## src/rtl/dispatch_pkg.sv

```systemverilog
// rtl/dispatch_pkg.sv - shared op-bus layout, unit select indices and dispatch state type
package dispatch_pkg;

   // One-hot decoded op bus width and unit-select width
   localparam int CIRNO_DEC_OPB_SIZE = 28;
   localparam int CIRNO_DEC_USELE    = 3;

   // Unit select bit positions (one-hot)
   localparam int USELE_ALU = 0;
   localparam int USELE_BJU = 1;
   localparam int USELE_LSU = 2;

   // Op bus bit positions
   localparam int OPB_LUI   = 0;
   localparam int OPB_AUIPC = 1;
   localparam int OPB_JAL   = 2;
   localparam int OPB_JALR  = 3;
   localparam int OPB_BEQ   = 4;
   localparam int OPB_BNE   = 5;
   localparam int OPB_BLT   = 6;
   localparam int OPB_BGE   = 7;
   localparam int OPB_BLTU  = 8;
   localparam int OPB_BGEU  = 9;
   localparam int OPB_LB    = 10;
   localparam int OPB_LH    = 11;
   localparam int OPB_LW    = 12;
   localparam int OPB_LBU   = 13;
   localparam int OPB_LHU   = 14;
   localparam int OPB_SB    = 15;
   localparam int OPB_SH    = 16;
   localparam int OPB_SW    = 17;
   localparam int OPB_ADD   = 18;
   localparam int OPB_SUB   = 19;
   localparam int OPB_SLL   = 20;
   localparam int OPB_SLT   = 21;
   localparam int OPB_SLTU  = 22;
   localparam int OPB_XOR   = 23;
   localparam int OPB_SRL   = 24;
   localparam int OPB_SRA   = 25;
   localparam int OPB_OR    = 26;
   localparam int OPB_AND   = 27;

   typedef enum logic [0:0] {
      ST_RUN  = 1'b0,
      ST_TRAP = 1'b1
   } disp_state_e;

   // True when the op/unit combination produces a register result
   function automatic logic rd_writes(input logic [CIRNO_DEC_OPB_SIZE-1:0] opb,
                                      input logic [CIRNO_DEC_USELE-1:0]    usele);
      logic is_load;
      logic is_link;
      is_load = opb[OPB_LB] | opb[OPB_LH] | opb[OPB_LW] | opb[OPB_LBU] | opb[OPB_LHU];
      is_link = opb[OPB_JAL] | opb[OPB_JALR] | opb[OPB_AUIPC];
      return usele[USELE_ALU] | (usele[USELE_LSU] & is_load) | (usele[USELE_BJU] & is_link);
   endfunction

endpackage

```

## src/rtl/dispatch_sb.sv

```systemverilog
// rtl/dispatch_sb.sv - 32-entry register pending scoreboard with writeback bypass
module dispatch_sb
   import dispatch_pkg::*;
(
   input  logic       i_clk,
   input  logic       i_rst,
   input  logic       i_set_en,
   input  logic [4:0] i_set_idx,
   input  logic       i_clr_en,
   input  logic [4:0] i_clr_idx,
   input  logic [4:0] i_rs1_idx,
   input  logic [4:0] i_rs2_idx,
   input  logic [4:0] i_rd_idx,
   output logic       o_rs1_pend,
   output logic       o_rs2_pend,
   output logic       o_rd_pend
);

   logic [31:0] pend_q;
   logic [31:0] pend_d;
   logic [31:0] pend_byp;
   logic [31:0] set_mask;
   logic [31:0] clr_mask;

   // Queries see the vector after this cycle's writeback; a same-index set beats the clear
   always_comb begin
      set_mask = '0;
      clr_mask = '0;
      if (i_set_en) set_mask[i_set_idx] = 1'b1;
      if (i_clr_en) clr_mask[i_clr_idx] = 1'b1;
      pend_byp    = pend_q & ~clr_mask;
      pend_byp[0] = 1'b0;
      pend_d      = pend_byp | set_mask;
      pend_d[0]   = 1'b0;
   end

   // Pending vector register; x0 never pends
   always_ff @(posedge i_clk or posedge i_rst) begin
      if (i_rst) pend_q <= '0;
      else       pend_q <= pend_d;
   end

   assign o_rs1_pend = pend_byp[i_rs1_idx];
   assign o_rs2_pend = pend_byp[i_rs2_idx];
   assign o_rd_pend  = pend_byp[i_rd_idx];

endmodule

```

## src/rtl/dispatch.sv

```systemverilog
// rtl/dispatch.sv - single-entry issue stage with scoreboard hazard check and illegal-op trap
module dispatch
   import dispatch_pkg::*;
(
   input  logic                          i_clk,
   input  logic                          i_rst,
   input  logic                          i_dec_vld,
   output logic                          o_dec_rdy,
   input  logic [CIRNO_DEC_OPB_SIZE-1:0] i_opb,
   input  logic [CIRNO_DEC_USELE-1:0]    i_usele,
   input  logic                          i_rs1_ren,
   input  logic                          i_rs2_ren,
   input  logic [4:0]                    i_rs1_idx,
   input  logic [4:0]                    i_rs2_idx,
   input  logic [4:0]                    i_rd_idx,
   input  logic [31:0]                   i_im,
   input  logic [31:0]                   i_pc,
   input  logic                          i_ilgl,
   input  logic                          i_val,
   output logic                          o_iss_vld,
   output logic [CIRNO_DEC_OPB_SIZE-1:0] o_iss_opb,
   output logic [CIRNO_DEC_USELE-1:0]    o_iss_usele,
   output logic [4:0]                    o_iss_rs1_idx,
   output logic [4:0]                    o_iss_rs2_idx,
   output logic [4:0]                    o_iss_rd_idx,
   output logic                          o_iss_rd_wen,
   output logic [31:0]                   o_iss_im,
   output logic [31:0]                   o_iss_pc,
   input  logic                          i_alu_rdy,
   input  logic                          i_bju_rdy,
   input  logic                          i_lsu_rdy,
   input  logic                          i_wb_vld,
   input  logic [4:0]                    i_wb_idx,
   output logic                          o_trap,
   output logic [31:0]                   o_trap_pc,
   input  logic                          i_flush,
   output logic [15:0]                   o_stall_cnt
);

   disp_state_e                   state_q;
   logic                          trap_q;
   logic [31:0]                   trap_pc_q;

   logic                          iss_vld_q,   iss_vld_d;
   logic [CIRNO_DEC_OPB_SIZE-1:0] iss_opb_q,   iss_opb_d;
   logic [CIRNO_DEC_USELE-1:0]    iss_usele_q, iss_usele_d;
   logic [4:0]                    iss_rs1_q,   iss_rs1_d;
   logic [4:0]                    iss_rs2_q,   iss_rs2_d;
   logic [4:0]                    iss_rd_q,    iss_rd_d;
   logic                          iss_wen_q,   iss_wen_d;
   logic [31:0]                   iss_im_q,    iss_im_d;
   logic [31:0]                   iss_pc_q,    iss_pc_d;
   logic [15:0]                   stall_cnt_q, stall_cnt_d;

   logic rd_wen_c;
   logic unit_rdy;
   logic issuing;
   logic rs1_pend;
   logic rs2_pend;
   logic rd_pend;
   logic hazard;
   logic dec_rdy;
   logic xfer;
   logic xfer_ilgl;
   logic load_iss;
   logic sb_set;

   assign rd_wen_c = i_val & (i_rd_idx != 5'd0) & rd_writes(i_opb, i_usele);

   assign unit_rdy = (iss_usele_q[USELE_ALU] & i_alu_rdy) |
                     (iss_usele_q[USELE_BJU] & i_bju_rdy) |
                     (iss_usele_q[USELE_LSU] & i_lsu_rdy);
   assign issuing  = iss_vld_q & unit_rdy;

   // Hazard only matters while something is being offered
   assign hazard   = i_dec_vld & ((i_rs1_ren & rs1_pend) |
                                  (i_rs2_ren & rs2_pend) |
                                  (rd_wen_c  & rd_pend));
   assign dec_rdy  = (state_q == ST_RUN) & ~hazard & (~iss_vld_q | issuing);

   // A flush in the same cycle drops the offered instruction entirely
   assign xfer      = i_dec_vld & dec_rdy & ~i_flush;
   assign xfer_ilgl = xfer & i_ilgl;
   assign load_iss  = xfer & i_val & ~i_ilgl;
   assign sb_set    = xfer & ~i_ilgl & rd_wen_c;

   dispatch_sb u_sb (
      .i_clk      (i_clk),
      .i_rst      (i_rst),
      .i_set_en   (sb_set),
      .i_set_idx  (i_rd_idx),
      .i_clr_en   (i_wb_vld),
      .i_clr_idx  (i_wb_idx),
      .i_rs1_idx  (i_rs1_idx),
      .i_rs2_idx  (i_rs2_idx),
      .i_rd_idx   (i_rd_idx),
      .o_rs1_pend (rs1_pend),
      .o_rs2_pend (rs2_pend),
      .o_rd_pend  (rd_pend)
   );

   // Issue register next state: flush clears, accept loads, issue empties
   always_comb begin
      iss_vld_d   = iss_vld_q;
      iss_opb_d   = iss_opb_q;
      iss_usele_d = iss_usele_q;
      iss_rs1_d   = iss_rs1_q;
      iss_rs2_d   = iss_rs2_q;
      iss_rd_d    = iss_rd_q;
      iss_wen_d   = iss_wen_q;
      iss_im_d    = iss_im_q;
      iss_pc_d    = iss_pc_q;
      if (i_flush) begin
         iss_vld_d = 1'b0;
      end else if (load_iss) begin
         iss_vld_d   = 1'b1;
         iss_opb_d   = i_opb;
         iss_usele_d = i_usele;
         iss_rs1_d   = i_rs1_idx;
         iss_rs2_d   = i_rs2_idx;
         iss_rd_d    = i_rd_idx;
         iss_wen_d   = rd_wen_c;
         iss_im_d    = i_im;
         iss_pc_d    = i_pc;
      end else if (issuing) begin
         iss_vld_d = 1'b0;
      end
   end

   // Issue register storage
   always_ff @(posedge i_clk or posedge i_rst) begin
      if (i_rst) begin
         iss_vld_q   <= 1'b0;
         iss_opb_q   <= '0;
         iss_usele_q <= '0;
         iss_rs1_q   <= '0;
         iss_rs2_q   <= '0;
         iss_rd_q    <= '0;
         iss_wen_q   <= 1'b0;
         iss_im_q    <= '0;
         iss_pc_q    <= '0;
      end else begin
         iss_vld_q   <= iss_vld_d;
         iss_opb_q   <= iss_opb_d;
         iss_usele_q <= iss_usele_d;
         iss_rs1_q   <= iss_rs1_d;
         iss_rs2_q   <= iss_rs2_d;
         iss_rd_q    <= iss_rd_d;
         iss_wen_q   <= iss_wen_d;
         iss_im_q    <= iss_im_d;
         iss_pc_q    <= iss_pc_d;
      end
   end

   // RUN/TRAP control with registered one-cycle trap pulse
   always_ff @(posedge i_clk or posedge i_rst) begin
      if (i_rst) begin
         state_q   <= ST_RUN;
         trap_q    <= 1'b0;
         trap_pc_q <= '0;
      end else begin
         trap_q <= xfer_ilgl;
         if (xfer_ilgl) trap_pc_q <= i_pc;
         case (state_q)
            ST_RUN:  if (xfer_ilgl) state_q <= ST_TRAP;
            ST_TRAP: if (i_flush)   state_q <= ST_RUN;
            default: state_q <= ST_RUN;
         endcase
      end
   end

   // Saturating count of cycles where decode offers but is not accepted
   always_comb begin
      stall_cnt_d = stall_cnt_q;
      if (i_dec_vld && !dec_rdy && stall_cnt_q != 16'hFFFF) stall_cnt_d = stall_cnt_q + 16'd1;
   end

   // Stall counter storage
   always_ff @(posedge i_clk or posedge i_rst) begin
      if (i_rst) stall_cnt_q <= '0;
      else       stall_cnt_q <= stall_cnt_d;
   end

   assign o_dec_rdy     = dec_rdy;
   assign o_iss_vld     = iss_vld_q;
   assign o_iss_opb     = iss_opb_q;
   assign o_iss_usele   = iss_usele_q;
   assign o_iss_rs1_idx = iss_rs1_q;
   assign o_iss_rs2_idx = iss_rs2_q;
   assign o_iss_rd_idx  = iss_rd_q;
   assign o_iss_rd_wen  = iss_wen_q;
   assign o_iss_im      = iss_im_q;
   assign o_iss_pc      = iss_pc_q;
   assign o_trap        = trap_q;
   assign o_trap_pc     = trap_pc_q;
   assign o_stall_cnt   = stall_cnt_q;

endmodule

```

## config.mk

```make
export PLATFORM = sky130hd
export DESIGN_NAME = dispatch
export DESIGN_NICKNAME = d
export VERILOG_FILES = /design/src/rtl/dispatch_pkg.sv /design/src/rtl/dispatch_sb.sv /design/src/rtl/dispatch.sv
export SDC_FILE = /design/constraint.sdc
export NUM_CORES = 1
export LEC_CHECK = 0
export BUFFER_PORTS_ARGS = -buffer_cell sky130_fd_sc_hd__buf_2
export CAP_MARGIN = 30
export CELL_PAD_IN_SITES_DETAIL_PLACEMENT = 2
export CELL_PAD_IN_SITES_GLOBAL_PLACEMENT = 2
export CORE_MARGIN = 2
export CORE_UTILIZATION = 36
export CTS_CLUSTER_DIAMETER = 120
export DETAILED_ROUTE_END_ITERATION = 6
export PLACE_DENSITY = 0.89
export SYNTH_ARGS = -nofsm -noshare
export SYNTH_HDL_FRONTEND = slang
export SYNTH_SLANG_ARGS = --single-unit
```

## constraint.sdc

```tcl
create_clock -name i_clk -period 17.75 [get_ports i_clk]
set_clock_uncertainty 0.05 [all_clocks]
set_input_delay 2.6625 -clock i_clk [delete_from_list [all_inputs] [get_ports i_clk]]
set_output_delay 2.6625 -clock i_clk [all_outputs]
set_load 0.005 [all_outputs]
```

==> impl_metrics.env, run 1 <==
export IMPL_first_iter_violations=481
export IMPL_antenna_found_initial=9
export IMPL_slew_viol_final=0
export IMPL_ir_drop_uv=55.96
export IMPL_globalRoute_totalOverflow=0
export IMPL_synth_top_area_share_pct=50.82
export IMPL_num_vias=7512
export IMPL_drc=0
export IMPL_grt_pass1_vias=8299
export IMPL_ioPinCount=289
export IMPL_rsz0062_at_grt="false"
export IMPL_synth_compound_area_share_pct=7.780
export IMPL_pwr_share_comb_pct=28.4
export IMPL_fin_crit_ns=8.110
export IMPL_worst_path_max_fanout=25
export IMPL_gp_routability_congestion=0.8721
export IMPL_final_area_um2=11760
export IMPL_relSlewSlack_pct=47.42
export IMPL_cts_tree="yes"
export IMPL_hold_viol_final=0
export IMPL_htreeDepth=4
export IMPL_synth_top_area_cell="dfrtp_1"
export IMPL_synth_area_leaders="dfrtp_1, mux2_4, mux2_2, o21ai_0, mux2i_1"
export IMPL_worstPathRequired_ns=15.04
export IMPL_synthTopCellsByCount="dfrtp_1, mux2_2, mux2_4, o21ai_0, mux2i_1"
export IMPL_initial_core_util_pct=36.58
export IMPL_synth_ff_type="dfrtp_1"
export IMPL_fp_dieW_um=166.5
export IMPL_hold_buffers=0
export IMPL_cts_buffer_depth=2
export IMPL_reg2reg_to="o_iss_opb[5]"
export IMPL_swShare_pct=32.44
export IMPL_top_usage_layer="met2"
export IMPL_critPathKind="primary input to output port"
export IMPL_yosysSeqAreaShare_pct=50.82
export IMPL_dp_hpwl_um=26550
export IMPL_ctsResizeCount=0
export IMPL_die_y_um=166.5
export IMPL_grtUsageMet2_pct=44.54
export IMPL_final_util_pct=45.25
export IMPL_vias_per_cell=5.573
export IMPL_track_usage_pct=25.21
export IMPL_die_area_um2=27720
export IMPL_end_kind="output port"
export IMPL_switchingPower_uw=463.0
export IMPL_ys_ff_latch=193
export IMPL_cp_arrival_ns=5.40
export IMPL_post_route_cells_drive_above_1_share_pct=49.80
export IMPL_post_drt_wl_per_cell_um=26.55
export IMPL_post_place_ws_ns=9.676
export IMPL_synth_edff_count=0
export IMPL_clock_root_buffer="clkbuf_16"
export IMPL_power_density_nw_per_um2=121.4
export IMPL_fillers=2668
export IMPL_p_int_uw=964.3
export IMPL_synth_xor_area_share_pct=2.014
export IMPL_clk_pin_slew_worst_paths_ns=0.07
export IMPL_core_area_um2=25980
export IMPL_synth_most_common_cell="dfrtp_1"
export IMPL_setup_slack_ns=9.640
export IMPL_yosys_area_share_simple_pct=9.215
export IMPL_synth_cells=724
export IMPL_synthArstFlopShare_pct=100.0
export IMPL_finalWirelength_um=35780
export IMPL_regToRegSetupSlack_ns=13.10
export IMPL_rows=59
export IMPL_startpoint="i_rd_idx[0]"
export IMPL_maxCapViolCount=0
export IMPL_synth_fp_nets=852
export IMPL_port_buffers=288
export IMPL_drtPass1Iterations=4
export IMPL_min_path_type="flip-flop to flip-flop"
export IMPL_pwr_share_seq_pct=44.9
export IMPL_run_status="finished, final reports clean"
export IMPL_cp_start_kind="primary input"
export IMPL_dpl_instance_area_um2=11140
export IMPL_cts_buffers=17
export IMPL_cp_endpoint="o_dec_rdy"
export IMPL_worstMarginPinSlew_ns=0.7887
export IMPL_cts_setup_buffers=0
export IMPL_grt_pass1_wl_um=53140
export IMPL_grtUsageMet1_pct=29.32
export IMPL_power_static_leakage_nw=5.774
export IMPL_postRouteAntennaNets=0
export IMPL_syn_area_um2=9504
export IMPL_max_freq_mhz=123.3
export IMPL_synth_top_family_by_area="multiplexers"
export IMPL_grt_max_degree=135
export IMPL_worstRegToRegCells=12
export IMPL_synth_mux_area_fraction_pct=26.41
export IMPL_setup_tns_final_ns=0
export IMPL_clkPwrFrac_pct=26.7
export IMPL_use_met3_pct=5.490
export IMPL_setup_violations=0
export IMPL_yosys_warnings=0
export IMPL_timing_rr_start="u_sb.pend_q[10]"
export IMPL_synth_cell_types=68
export IMPL_syn_area_per_cell_um2=13.13
export IMPL_clock_sinks=193
export IMPL_synth_adder_area_share_pct=0.1316
export IMPL_clkLatencyLatePin_ns=0.44
export IMPL_fin_crit_sh_pct=45.69
export IMPL_fin_total_pwr_mw=1.427
export IMPL_area_growth_syn_to_layout_pct=23.71
export IMPL_fin_nets=1121
per-stage QoR:
step / std cells / hold slack, ns
floorplan: 724 / 0.4258
global placement: 1306 / 0.4329
detailed placement: 1308 / 0.4341
CTS: 1340 / 0.4501
global route: 1348 / 0.4640
finish: 1348 / 0.4467
cell type report:
class	instances	area [um2]	share of cell area, %
flip-flops and latches	193	4830	41.08
multi-input cells	474	4329	36.82
inverters	13	56.30	0.4789
well taps	335	419.2	3.565
clock inverters	14	145.1	1.234
repair buffers	294	1531	13.03
clock buffers	18	429.2	3.650
diodes	7	17.52	0.1490
power groups by stage:
stage / combinational, mW / clock, mW / sequential [mW]
after detailed placement: 0.403 / 0 / 0.648
final: 0.405 / 0.381 / 0.641
after global routing: 0.433 / 0.407 / 0.655
after floorplan: 0.186 / 0 / 0.637
after global placement: 0.377 / 0 / 0.626
after CTS: 0.407 / 0.388 / 0.639
metal layers:
layer / wire length, um / up-vias
li1: - / 3234
met2: 19020 / 263
met3: 1634 / 72
met1: 13840 / 3941
met5: 7 / -
met4: 1282 / 2
flip-flops by register name, summed over array words and instances (netlist names), 3 cells and up:
register	flops
u_sb.pend_q	31
o_stall_cnt	16
o_iss_usele	3
o_iss_rs1_idx	5
o_iss_rd_idx	5
o_trap_pc	32
o_iss_pc	32
o_iss_im	32
o_iss_opb	28
o_iss_rs2_idx	5
worst max-delay path, stage by stage:
cell and delay [ns]:
buf_2 0.48, mux2i_1 0.32, nor3_1 0.09, or4_1 0.54
and4_1 0.20, nand4_1 0.09, and3_1 0.20, and2_1 0.49
o21a_1 0.18, buf_2 0.13
worst min-delay path by stage:
stage | from | to | slack (ns) | cells after the start
global route | o_iss_rs1_idx[3] | o_iss_rs1_idx[3] | 0.46 | 1
finish | o_stall_cnt[4] | o_stall_cnt[4] | 0.45 | 1
global placement | o_iss_im[20] | o_iss_im[20] | 0.43 | 1
CTS | o_stall_cnt[4] | o_stall_cnt[4] | 0.45 | 1
detailed placement | o_stall_cnt[4] | o_stall_cnt[4] | 0.43 | 1
floorplan | u_sb.pend_q[24] | u_sb.pend_q[24] | 0.43 | 2
cells in the final DEF (no fill, tap or decap), types with 11 or more instances in the layout:
| cell | synthesis | layout |
|---|---|---|
| nand4_1 | 11 | 11 |
| mux2_4 | 78 | 78 |
| nor3_1 | 15 | 15 |
| xor2_1 | 12 | 12 |
| mux2i_1 | 28 | 28 |
| mux2_2 | 80 | 80 |
| nand2_1 | 18 | 18 |
| nand3_1 | 13 | 13 |
| nor2_1 | 18 | 18 |
| inv_1 | 12 | 11 |
| o21ai_0 | 66 | 66 |
| dfrtp_1 | 193 | 193 |
| clkbuf_16 | 0 | 17 |
| buf_2 | 15 | 288 |
logic make-up (layout without fill, tap and decap cells):
family,count (synthesis),in the layout
adders and majority gates,1,1
and+or+nand+nor,140,140
other,0,7
muxes,193,193
DFF,193,193
buffers and inverters,57,339
xor gates and xnor gates,21,21
AOI/OAI and AO/OA,119,119
(Power assumes the default switching activity.)
==> inputs of run 2 (changes only) <==
Settings changed: CORE_UTILIZATION 36 to 34, PLACE_DENSITY 0.89 to 0.85.
Clock period 17.75 ns to 8.2 ns, I/O delays scaled along.
==> impl_metrics.env, run 2 (synthesized netlist as in run 1, its figures left out) <==
export IMPL_cts_tree="yes"
export IMPL_layout_commonest_cell="buf_2"
export IMPL_cp_cell_sequence="buf_2, nand2b_1, o21ai_1, mux2_2, nor4b_1, nor4_1, o32a_1, and2_1, o21a_1, buf_2"
export IMPL_relSlewSlack_pct=39.36
export IMPL_cts_buffers=17
export IMPL_gp_routability_congestion=0.8438
export IMPL_post_drt_wl_per_cell_um=24.70
export IMPL_drtPass1Iterations=4
export IMPL_worst_path_buf_inv=2
export IMPL_worst_path_max_fanout=23
export IMPL_track_usage_pct=23.02
export IMPL_run_status="finished, final reports clean"
export IMPL_layout_common_cells="buf_2, dfrtp_1, mux2_2"
export IMPL_vias_per_cell=5.347
export IMPL_worstMarginPinSlew_ns=0.9097
export IMPL_power_static_leakage_nw=5.778
export IMPL_cp_start_kind="primary input"
export IMPL_postRouteAntennaNets=0
export IMPL_grt_pass1_wl_um=50380
export IMPL_antenna_found_initial=2
export IMPL_ctsResizeCount=0
export IMPL_slew_viol_final=0
export IMPL_min_path_type="flip-flop to flip-flop"
export IMPL_critPathKind="primary input to output port"
export IMPL_fillers=2882
export IMPL_setup_tns_final_ns=0
export IMPL_fin_nets=1119
export IMPL_dp_hpwl_um=25060
export IMPL_ir_drop_uv=124.8
export IMPL_fin_total_pwr_mw=3.110
export IMPL_met3WireLength_um=1952
export IMPL_area_growth_syn_to_layout_pct=24.37
export IMPL_first_iter_violations=391
export IMPL_worstRegToRegCells=10
export IMPL_clk_pin_slew_worst_paths_ns=0.08
export IMPL_post_route_cells_drive_above_1_share_pct=49.80
export IMPL_top_layer="met4"
export IMPL_fp_dieW_um=171.2
export IMPL_ioPinCount=289
export IMPL_end_kind="output port"
export IMPL_clock_sinks=193
export IMPL_finalWirelength_um=34200
export IMPL_timing_rr_start="u_sb.pend_q[19]"
export IMPL_port_buffers=288
export IMPL_cp_endpoint="o_dec_rdy"
export IMPL_die_y_um=171.2
export IMPL_fin_crit_ns=5.338
export IMPL_finalNonFillerCells=1385
export IMPL_cpPeakStageDelay_ns=0.46
export IMPL_cp_depth=10
export IMPL_hold_viol_final=0
export IMPL_die_area_um2=29310
export IMPL_fin_crit_sh_pct=65.09
export IMPL_regToRegSetupSlack_ns=4.29
export IMPL_final_util_pct=42.78
export IMPL_clock_root_buffer="clkbuf_16"
export IMPL_core_area_um2=27630
export IMPL_rsz0062_at_grt="false"
export IMPL_clkLatencyLatePin_ns=0.44
export IMPL_startpoint="i_wb_idx[1]"
export IMPL_cp_arrival_ns=4.06
export IMPL_worstPathRequired_ns=6.92
export IMPL_num_vias=7405
export IMPL_cpMaxStageDelayCell="and2_1"
export IMPL_reg2reg_to="o_iss_rs1_idx[4]"
export IMPL_grt_pass1_vias=8038
export IMPL_globalRoute_totalOverflow=0
export IMPL_rows=61
export IMPL_drc=0
export IMPL_initial_core_util_pct=34.40
export IMPL_dp_cells=1348
export IMPL_htreeDepth=4
export IMPL_setup_violations=0
export IMPL_cp_top_family="simple AND/OR/NAND/NOR gates"
export IMPL_crit_top_cell="buf_2"
export IMPL_maxCapViolCount=0
export IMPL_grt_max_degree=123
export IMPL_cts_setup_buffers=0
export IMPL_power_density_nw_per_um2=263.1
export IMPL_cts_buffer_depth=2
export IMPL_met1_length_um=13420
export IMPL_max_freq_mhz=187.4
export IMPL_wl_met2_um=17890
export IMPL_hold_buffers=0
run 2: per-layer routing:
metal | up-vias | global-route usage, %
met1 | 3873 | 27.18
met5 | - | 0
met3 | 44 | 5.315
met4 | 0 | 7.701
li1 | 3227 | -
met2 | 261 | 41.16
run 2: report_power, final:
part           total, mW  internal (mW)  switching [mW]
clock network      0.863          0.418           0.445
logic              0.866          0.476           0.390
registers           1.38           1.20           0.176
run 2: through the flow:
stage	worst slack (ns)	hold slack, ns	cell area [um2]
finish	2.862	0.4407	11820
global route	2.622	0.4707	11820
CTS	2.894	0.4469	11770
detailed placement	2.877	0.4298	11160
global placement	3.003	0.4273	11160
floorplan	1.664	0.4258	9504
run 2: worst min path at each step:
stage,from,cells after the start,endpoint,slack [ns]
2_1_floorplan,u_sb.pend_q[24],2,u_sb.pend_q[24],0.43
3_3_place_gp,o_iss_rd_wen,1,o_iss_rd_wen,0.43
3_5_place_dp,o_iss_rd_wen,1,o_iss_rd_wen,0.43
4_1_cts,o_iss_rd_wen,1,o_iss_rd_wen,0.45
5_1_grt,o_stall_cnt[4],1,o_stall_cnt[4],0.47
6_report,o_iss_rd_wen,1,o_iss_rd_wen,0.44
run 2: cell type report:
class                   count  area [um2]  area share (%)
repair buffers            292        1509           12.77
multi-input cells         474        4329           36.63
well taps                 378       473.0           4.001
flip-flops and latches    193        4830           40.86
diodes                      3       7.507         0.06351
clock inverters            15       190.2           1.609
inverters                  13       56.30          0.4763
clock buffers              17       425.4           3.599
==> inputs of run 3 (changes only) <==
Settings changed: ABC_AREA from default to 1, CORE_UTILIZATION 34 to 26, PLACE_DENSITY 0.85 to 0.79.
Clock period 8.2 ns to 4.81 ns, I/O delays scaled along.
==> impl_metrics.env, run 3 <==
export IMPL_reg2reg_to="o_iss_im[12]"
export IMPL_synth_most_common_cell="nand2_1"
export IMPL_rsz0062_at_grt="false"
export IMPL_fin_crit_sh_pct=76.48
export IMPL_core_area_um2=38740
export IMPL_die_y_um=202.5
export IMPL_cts_buffer_depth=2
export IMPL_worst_path_buf_inv=3
export IMPL_dp_hpwl_um=30950
export IMPL_max_freq_mhz=271.8
export IMPL_post_route_cells_drive_above_1_share_pct=22.18
export IMPL_htreeDepth=4
export IMPL_clock_root_buffer="clkbuf_16"
export IMPL_cts_setup_buffers=0
export IMPL_drc=0
export IMPL_initial_core_util_pct=26.43
export IMPL_antenna_found_initial=3
export IMPL_cp_top_family="simple AND/OR/NAND/NOR gates"
export IMPL_synth_cells=1329
export IMPL_holdWs_ns=0.3765
export IMPL_fillers=4581
export IMPL_worst_path_max_fanout=6
export IMPL_yosys_warnings=0
export IMPL_yosysSeqAreaShare_pct=47.17
export IMPL_vias_per_cell=4.940
export IMPL_ir_drop_uv=158.9
export IMPL_synth_top_family_by_area="simple AND/OR/NAND/NOR gates"
export IMPL_cp_start_kind="primary input"
export IMPL_port_buffers=288
export IMPL_cpMaxStageDelayCell="nor2_1"
export IMPL_fin_crit_ns=3.679
export IMPL_worstRegToRegCells=17
export IMPL_slew_viol_final=0
export IMPL_run_status="finished, final reports clean"
export IMPL_globalRoute_totalOverflow=0
export IMPL_clk_pin_slew_worst_paths_ns=0.07
export IMPL_num_vias=10454
export IMPL_setup_tns_final_ns=0
export IMPL_multi_input_area_um2=4355
export IMPL_postRouteAntennaNets=0
export IMPL_clkLatencyLatePin_ns=0.47
export IMPL_synth_compound_area_share_pct=10.04
export IMPL_final_util_pct=32.96
export IMPL_synth_xor_area_share_pct=1.112
export IMPL_syn_area_um2=10240
export IMPL_finalWirelength_um=43580
export IMPL_synth_ff_type="dfrtp_1"
export IMPL_clock_sinks=193
export IMPL_synth_area_leaders="dfrtp_1, nand2_1, nand3_1, o21bai_1, inv_1"
export IMPL_grt_pass1_vias=11283
export IMPL_maxCapViolCount=0
export IMPL_ctsResizeCount=0
export IMPL_first_iter_violations=559
export IMPL_synth_top_area_cell="dfrtp_1"
export IMPL_end_kind="output port"
export IMPL_cts_tree="yes"
export IMPL_syn_area_per_cell_um2=7.705
export IMPL_cpPeakStageDelay_ns=0.44
export IMPL_track_usage_pct=21.40
export IMPL_die_area_um2=40990
export IMPL_fin_nets=1713
export IMPL_hold_buffers=0
export IMPL_relSlewSlack_pct=38.54
export IMPL_synthArstFlopShare_pct=100.0
export IMPL_grt_pass1_wl_um=67660
export IMPL_cp_arrival_ns=2.91
export IMPL_cp_cell_sequence="buf_2, inv_2, nand2_1, nor2_1, nand2_1, nand3_1, nand3_1, nand3_1, nand2_1, nand2_1, nand3_1, nand3_1, nand3_1, a21oi_2, buf_2"
export IMPL_gp_routability_congestion=0.8920
export IMPL_grt_max_degree=113
export IMPL_layout_commonest_cell="nand2_1"
export IMPL_drtPass1Iterations=5
export IMPL_synth_cell_types=34
export IMPL_crit_top_cell="nand3_1"
export IMPL_ys_ff_latch=193
export IMPL_power_static_leakage_nw=6.685
export IMPL_synth_edff_count=0
export IMPL_seq_area_um2=4830
export IMPL_worstPathRequired_ns=4.04
export IMPL_timing_rr_start="u_sb.pend_q[15]"
export IMPL_yosys_area_share_simple_pct=31.26
export IMPL_synthTopCellsByCount="nand2_1, nand3_1, dfrtp_1, inv_1, o21bai_1"
export IMPL_fin_total_pwr_mw=5.392
export IMPL_critPathKind="primary input to output port"
export IMPL_fp_dieW_um=202.5
export IMPL_layout_common_cells="nand2_1, buf_2, nand3_1"
export IMPL_startpoint="i_wb_idx[3]"
export IMPL_post_drt_wl_per_cell_um=20.60
export IMPL_synth_mux_area_fraction_pct=0
export IMPL_worstMarginPinSlew_ns=0.9176
export IMPL_power_density_nw_per_um2=422.3
export IMPL_ioPinCount=289
export IMPL_setup_violations=0
export IMPL_synth_top_area_share_pct=47.17
export IMPL_synth_fp_nets=1457
export IMPL_rows=72
export IMPL_dpl_instance_area_um2=12170
export IMPL_cts_buffers=17
export IMPL_synth_adder_area_share_pct=0.1222
export IMPL_final_area_um2=12770
export IMPL_regToRegSetupSlack_ns=1.95
export IMPL_hold_viol_final=0
export IMPL_min_path_type="primary input to asynchronous set/reset pin"
export IMPL_area_growth_syn_to_layout_pct=24.68
[run 3: cell types whose count changed in the layout (fill, tap and decap cells not counted), sizes merged, moves of 8 or more]
cell,change
inv,+153
o21ai,-53
o21bai,+111
mux2,-158
buf,+15
nor2,+39
nor3,-9
nand2,+363
a311oi,-8
nand3,+262
mux2i,-28
[run 3: logic make-up after synthesis]
family | Yosys count
compound gates | 144
xor+xnor | 13
fa+ha+maj | 1
buf+inv | 242
flops | 193
simple gates | 736
[run 3: layer usage]
layer | vias up | part of all wire (%) | global-route usage (%)
met5 | - | 0.030 | 0
met4 | 2 | 3.0 | 8.160
met3 | 68 | 3.6 | 3.050
met2 | 248 | 51 | 37.66
met1 | 5377 | 42 | 26.47
li1 | 4759 | - | -
[run 3: how the worst max path moves through the flow]
stage / end / slack (ns) / depth (start not counted)
floorplan: o_iss_im[0] / 1.55 / 1
global placement: o_iss_im[17] / 1.04 / 20
detailed placement: o_iss_im[23] / 0.89 / 20
CTS: o_dec_rdy / 1.13 / 15
global route: o_dec_rdy / 0.96 / 15
finish: o_dec_rdy / 1.13 / 15
[run 3: cell type report]
class / instances / area share (%)
diodes: 2 / 0.03920
clock buffers: 22 / 3.636
clock inverters: 8 / 1.029
inverters: 172 / 5.106
multi-input cells: 894 / 34.11
flip-flops and latches: 193 / 37.83
well taps: 518 / 5.076
repair buffers: 307 / 13.17
[run 3: per-stage QoR]
stage | setup WS [ns] | instances
after detailed placement | 0.8866 | 2084
after global routing | 0.9629 | 2115
after floorplan | 1.548 | 1329
after CTS | 1.127 | 2114
final | 1.131 | 2116
after global placement | 1.041 | 2082
[run 3: where the power goes]
part	total, mW	internal [mW]	switching [mW]
registers	2.30	2.03	0.270
clock network	1.51	0.843	0.671
logic	1.57	0.680	0.893
